<file path="config.mk">
export PLATFORM = sky130hd
export DESIGN_NAME = uart_transmit
export DESIGN_NICKNAME = d
export VERILOG_FILES = /design/src/rtl/uart_transmit.sv
export SDC_FILE = /design/constraint.sdc
export NUM_CORES = 1
export LEC_CHECK = 0
export CAP_MARGIN = 0
export CORE_MARGIN = 2
export CORE_UTILIZATION = 30
export DETAILED_ROUTE_END_ITERATION = 10
export GPL_ROUTABILITY_DRIVEN = 1
export HOLD_SLACK_MARGIN = 0.06
export SLEW_MARGIN = 10
export SYNTH_ARGS = -nofsm -noshare
export SYNTH_HDL_FRONTEND = slang
export SYNTH_SLANG_ARGS = --single-unit
</file>
<file path="constraint.sdc">
create_clock -name clock -period 2.5 [get_ports clock]
set_input_delay 0.5 -clock clock [delete_from_list [all_inputs] [get_ports clock]]
set_output_delay 0.5 -clock clock [all_outputs]
set_load 0.03 [all_outputs]
</file>
<file path="src/rtl/uart_transmit.sv">
// UART transmitter: 8N1 framing, LSB first, one bit per CLOCK_DIVIDE clocks.
// Optional feature macro: UART_TX_PARITY_EN adds an even-parity bit before the stop bit.
// A new frame may be accepted in the last stop-bit cycle, so held requests stream
// back to back with no idle gap. tx_done still pulses in that case.
module uart_transmit #(
  parameter int unsigned CLOCK_DIVIDE = 1302
) (
  input  logic       clock,
  input  logic       rst_n,
  input  logic [7:0] tx_byte,
  input  logic       transmit,
  output logic       tx,
  output logic       is_transmitting,
  output logic       tx_done
);

  localparam logic [15:0] BitReload = 16'(CLOCK_DIVIDE - 1);

`ifdef UART_TX_PARITY_EN
  typedef enum logic [2:0] {StIdle, StStart, StData, StParity, StStop} state_e;
`else
  typedef enum logic [2:0] {StIdle, StStart, StData, StStop} state_e;
`endif

  state_e      state_q;
  logic [15:0] count_q;
  logic [2:0]  bit_idx_q;
  logic [7:0]  shift_q;
  logic        tx_q;
  logic        busy_q;
  logic        done_q;
`ifdef UART_TX_PARITY_EN
  logic        parity_q;
`endif

  // Frame sequencer: every output is a register so tx only moves at bit boundaries.
  always_ff @(posedge clock or negedge rst_n) begin
    if (!rst_n) begin
      state_q   <= StIdle;
      count_q   <= '0;
      bit_idx_q <= '0;
      shift_q   <= '0;
      tx_q      <= 1'b1;
      busy_q    <= 1'b0;
      done_q    <= 1'b0;
`ifdef UART_TX_PARITY_EN
      parity_q  <= 1'b0;
`endif
    end else begin
      done_q <= 1'b0;
      unique case (state_q)
        StIdle: begin
          if (transmit) begin
            state_q  <= StStart;
            tx_q     <= 1'b0;
            busy_q   <= 1'b1;
            shift_q  <= tx_byte;
            count_q  <= BitReload;
`ifdef UART_TX_PARITY_EN
            parity_q <= ^tx_byte;
`endif
          end
        end

        StStart: begin
          if (count_q == 16'd0) begin
            state_q   <= StData;
            tx_q      <= shift_q[0];
            shift_q   <= {1'b0, shift_q[7:1]};
            bit_idx_q <= 3'd0;
            count_q   <= BitReload;
          end else begin
            count_q <= count_q - 16'd1;
          end
        end

        StData: begin
          if (count_q == 16'd0) begin
            count_q <= BitReload;
            // Index saturates at 7: the eighth bit always leaves the data state.
            if (bit_idx_q == 3'd7) begin
`ifdef UART_TX_PARITY_EN
              state_q <= StParity;
              tx_q    <= parity_q;
`else
              state_q <= StStop;
              tx_q    <= 1'b1;
`endif
            end else begin
              bit_idx_q <= bit_idx_q + 3'd1;
              tx_q      <= shift_q[0];
              shift_q   <= {1'b0, shift_q[7:1]};
            end
          end else begin
            count_q <= count_q - 16'd1;
          end
        end

`ifdef UART_TX_PARITY_EN
        StParity: begin
          if (count_q == 16'd0) begin
            state_q <= StStop;
            tx_q    <= 1'b1;
            count_q <= BitReload;
          end else begin
            count_q <= count_q - 16'd1;
          end
        end
`endif

        StStop: begin
          if (count_q == 16'd0) begin
            done_q <= 1'b1;
            // Last stop cycle doubles as an accept slot for back-to-back frames.
            if (transmit) begin
              state_q  <= StStart;
              tx_q     <= 1'b0;
              shift_q  <= tx_byte;
              count_q  <= BitReload;
`ifdef UART_TX_PARITY_EN
              parity_q <= ^tx_byte;
`endif
            end else begin
              state_q <= StIdle;
              busy_q  <= 1'b0;
            end
          end else begin
            count_q <= count_q - 16'd1;
          end
        end

        default: begin
          state_q <= StIdle;
          tx_q    <= 1'b1;
          busy_q  <= 1'b0;
        end
      endcase
    end
  end

  assign tx              = tx_q;
  assign is_transmitting = busy_q;
  assign tx_done         = done_q;

endmodule

</file>
Word-level counts from Yosys, hierarchy flattened:

Index checks and enable logic that the tools add are counted.

* $add $sub $neg: 2
* eq/ne operators: 11
* multiplexer cells: 33
* bitwise logic cells: 1
* reduce and logical (&&, ||, !) cells: 11

Operators with widths (number)
* 16-bit two-way mux: 3
* 16-bit case mux with 3 select lines: 1
* 8-bit two-way mux: 5
* 8-bit case mux with 4 select lines: 1
* 3-bit two-way mux: 8
* 16-bit zero test: 1
* 16-bit by 1-bit subtractor with 16-bit output, second input constant: 1
* 2-bit != test, second input constant: 7
* 3-bit case mux with 4 select lines: 1
* 1-bit two-way mux: 11
* 5-bit AND reduction: 2
* 4-bit AND reduction: 2
* 3-bit by 2-bit equality test with 1-bit output, second input constant: 2
* 3-bit case mux with 2 select lines: 1
* 1-bit case mux with 4 select lines: 1
* 4-bit nonzero test: 1
* 3-bit by 1-bit adder with 3-bit output, second input constant: 1
* 3-bit by 1-bit equality test with 1-bit output, second input constant: 1
* 3-bit equality test, second input constant: 1
* 3-bit zero test: 1
* 1-bit case mux with 3 select lines: 1
* 3-bit AND reduction: 1
* 3-bit nonzero test: 1
* 2-bit nonzero test: 1
* 2 further kinds: 2

* bits in registers: 33
* input port bits: 11
* output and inout bits: 3
* word-level logic and storage cells: 65

Logic depth before layout (Yosys ltp):

Gate-level depths: netlist of run 1.

* depth after elaboration: 4
* mapped depth: 9

Worst setup path after synthesis of run 1:

Ideal clock, no wire load.

* path kind: register to register
* start point: register state_q[0]
* end point: register count_q[7]
* setup time: 0.122 ns
* arrival time: 1.830 ns
* required time: 2.378 ns
* path slack: 0.548 ns
* cell stages (with the launch flop): 9
* buffers on the path: 2
* period minus slack after synthesis: 1.952 ns
* cell sequence: dfrtp_1 inv_1 ha_1 nor2_1 or2_0 clkbuf_1 nor2_1 buf_2 a32o_1

* cells in the longest elaborated chain, start to end: 3
* elaborated cells between the ends (all ways): 7

RTL lines
* from (decl): line 25 `state_e state_q;`
* from (signal assigned): line 39 `state_q <= StIdle;`
* from (signal assigned): line 54 `state_q <= StStart;`
* from (signal assigned): line 67 `state_q <= StData;`
* 3-bit by 2-bit equality test with 1-bit output or 3-bit by 1-bit equality test with 1-bit output (tied branches): line 51 `unique case (state_q)`
* 2-bit OR reduction (no line)
* 16-bit case mux with 3 select lines or 3-bit nonzero test (tied branches)
* to (signal assigned): line 58 `count_q <= BitReload;`
* to (signal assigned): line 71 `count_q <= BitReload;`
* to (signal assigned): line 73 `count_q <= count_q - 16'd1;`
* to (decl): line 26 `logic [15:0] count_q;`

Parallel ways exist; a longest one is shown, timed or not.
A chain may end at the register's enable or synchronous reset.

Final worst setup path of run 1:

* start point: register count_q[0]
* end point: register state_q[1]

* cells in the longest elaborated chain, start to end: 3
* elaborated cells between the ends (all ways): 5

RTL lines
* 16-bit zero test (*): line 66, 78, 112
* 2-bit != test (no line)
* 5-bit AND reduction (no line) (*)
* to (signal assigned): line 67
* to (signal assigned): line 86 `state_q <= StStop;`
* to (signal assigned): line 116 `state_q <= StStart;`

Mark *: on every way between the ends. The rest lies on a longest branch, timed or not.

==> out/qor.yml, run 1 <==
critical_path:
  r2r_cells: 7
  cp_slowest_cell: "and4_1"
  critPathKind: "reg -> reg"
  critPathLaunchType: "register"
  path_max_fanout: 11
  crit_family: "simple AND/OR/NAND/NOR gates"
  critPathArrivalTime_ns: 2.45
  max_stage_delay_ns: 0.54
  worstPathRequired_ns: 2.67
  critPathBufInv: 1
  crit_cells: 7
  critPathCaptureType: "register"
  path_cells: "inv_1 > ha_1 > nor3b_1 > and4_1 > nor2_1 > nor3_2 > mux2_1"
timing:
  worst_hold_slack_ns: 0.484
  fin_skew_ns: 0.00344
  min_period_ns: 2.28
  finalSetupViolCount: 0
  slew_headroom: 0.507
  rsz0062_at_grt: "yes"
  maxSlewViolCount: 0
  fin_crit_sh: 0.914
  hold_viol: 0
  tightest_slew_ns: 0.737
  timing.final.ws_setup_ns: 0.215
  fmax_mhz: 438
power:
  p_total_mw: 3.30
  power.leakage_nw: 0.949
  vdd_drop_max_mv: 0.611
  p_per_area_nw_per_um2: 1460
drt:
  wl_per_cell_um: 14.1
  routed_wl_um: 4300
  drtPass1Iterations: 4
  detail-route-antenna-nets: 0
  vias: 1657
  viasPerCell: 5.42
  first_iter_violations: 79
  drc: 0
die:
  num_rows: 29
  die-height_um: 84.3
  die_area_um2: 7100
  start_util: 0.308
  design.core.area_um2: 6280
  pin_count: 14
  die_w_um: 84.3
clock_tree:
  numCtsBuffers: 5
  clock_path_buffers: 2
  post_cts_buffers: 0
  postCtsResizedCells: 0
  cts_hold_buf: 0
  clk_latency_ns: 0.28
  cts_num_sinks: 32
  clk_pin_slew_ns: 0.07
  ctsRootBufferMaster: "clkbuf_8"
  tritoncts: "done"
  htreeDepth: 2
place:
  port_buffers: 13
  gp_congestion: 0.801
  dpl_worst_slack_ns: 0.210
  placedCellCount: 298
  dp_hpwl_um: 3070
synthesis:
  synth_cell_types: 53
  synth_top_cell_by_area: "dfrtp_1"
  synth_flop_cell: "dfrtp_1"
  yosysTopAreaCellShare: 0.401
  async_flop_share: 1.00
  netlist_instances: 209
  synth_area_per_cell_um2: 9.25
  yosysSeqAreaShare: 0.415
  syn_area_um2: 1930
  ys_seq_elements: 32
  synth_area_leaders: "dfrtp_1 40%, o21ai_1 7.2%, ha_1 5.2%"
  synth_nets: 228
  synth_edf_count: 0
  yosysWarningCount: 0
global_route:
  grt_antenna_before_repair: 0
  grt_max_degree: 33
  first_global_vias: 1481
  grt_usage: 0.125
  overflow: 0
  grt_pass1_wl_um: 7200
finish:
  antennaDiodeCount: 0
  mostFrequentLayoutCells: "31 x dfrtp_1, 28 x o21ai_1, 18 x nand2_1, 17 x nor2_1, 13 x clkdlybuf4s50_1"
  nNetsFinal: 247
  multiInputGateArea_um2: 1070
  seqCellArea_um2: 802
  final_cells: 306
  final_core_util: 0.362
  nFillCells: 659
  drive_gt1_frac: 0.114
  area_growth_pct: 17.4
  final_common_cell: "dfrtp_1"
worst_hold_path:
  hp-class: "reg -> reg"
  min_path_cells: 1
job:
  drv_cap: 0
outcome:
  status: "finished, final reports clean"
cells by family after synthesis:
group                      Yosys count  synth area share
DFF                                 32             0.415
and+or+nand+nor                     71             0.211
buffers and inverters               15            0.0337
xor gates and xnor gates             1           0.00453
AOI/OAI and AO/OA                   73             0.237
adders and majority gates            8            0.0518
muxes                                9            0.0473
path summary, 6_finish.rpt:
check                      slack (ns)          from            to
max in group asynchronous        1.56         rst_n            tx
setup / recovery                 0.22    count_q[0]    state_q[1]
setup reg to reg                 0.22    count_q[0]    state_q[1]
hold / removal                   0.48  bit_idx_q[0]  bit_idx_q[0]
min in group asynchronous        0.61         rst_n  bit_idx_q[1]
hold reg to reg                  0.48  bit_idx_q[0]  bit_idx_q[0]
per-stage QoR:
stage | cell area [µm²] | TNS [ns]
6_report | 2270 | 0
5_1_grt | 2270 | -0.00000666
4_1_cts | 2270 | 0
3_5_place_dp | 2180 | 0
3_3_place_gp | 2180 | 0
2_1_floorplan | 1930 | 0
cell type report:
type                            count  area share
Inverter                            6     0.00992
Sequential cell                    32       0.353
Clock inverter                      2     0.00441
Clock buffer                        6      0.0364
Timing Repair Buffer               21      0.0838
Tap cell                           77      0.0424
Multi-Input combinational cell    162       0.470
sequential cells by signal (all words and copies together), names as in the netlist:
register,count
tx_done,1
state_q,2
tx,1
count_q,16
is_transmitting,1
bit_idx_q,3
shift_q,8
cell usage after synthesis, drive strengths merged, types with 3 or more instances:
master   n
a211oi   4
a21oi   11
a31oi    4
buf      4
clkbuf   5
dfrtp   31
ha       8
inv      6
mux2i    8
nand2   18
nand3    5
nor2    17
nor3     8
nor3b    3
nor4     4
o21ai   35
o22a     4
or2      3
or3      3
routing by layer:
metal,global-route usage,wire length (µm),vias to the layer above
li1,-,-,819
met1,0.172,2100,787
met2,0.183,1940,40
met3,0.0334,165,11
met4,0.0587,93,0
met5,0,0,-
report_power, final:
group          total (mW)  internal [mW]  leakage (nW)  switching (mW)
clock               0.415          0.220        0.0510           0.196
combinational        1.94          0.803         0.484            1.13
sequential          0.950          0.730         0.414           0.220
total                3.30           1.75         0.949            1.55
Power figures use the tool's default switching activity.
==> run 2: changes to the inputs <==
==> constraint.sdc (replaced) <==
create_clock -name clock -period 2.5 [get_ports clock]
set_input_delay 0.5 -clock clock [delete_from_list [all_inputs] [get_ports clock]]
set_output_delay 0.5 -clock clock [all_outputs]
set_load 0.02 [all_outputs]
==> results of run 2 <==
The final DEF is identical to that of run 1. Status: finished, final reports clean.
Main changes from that run: total power 3.30 mW -> 3.29 mW; worst IR drop on VDD 0.611 mV -> 0.590 mV
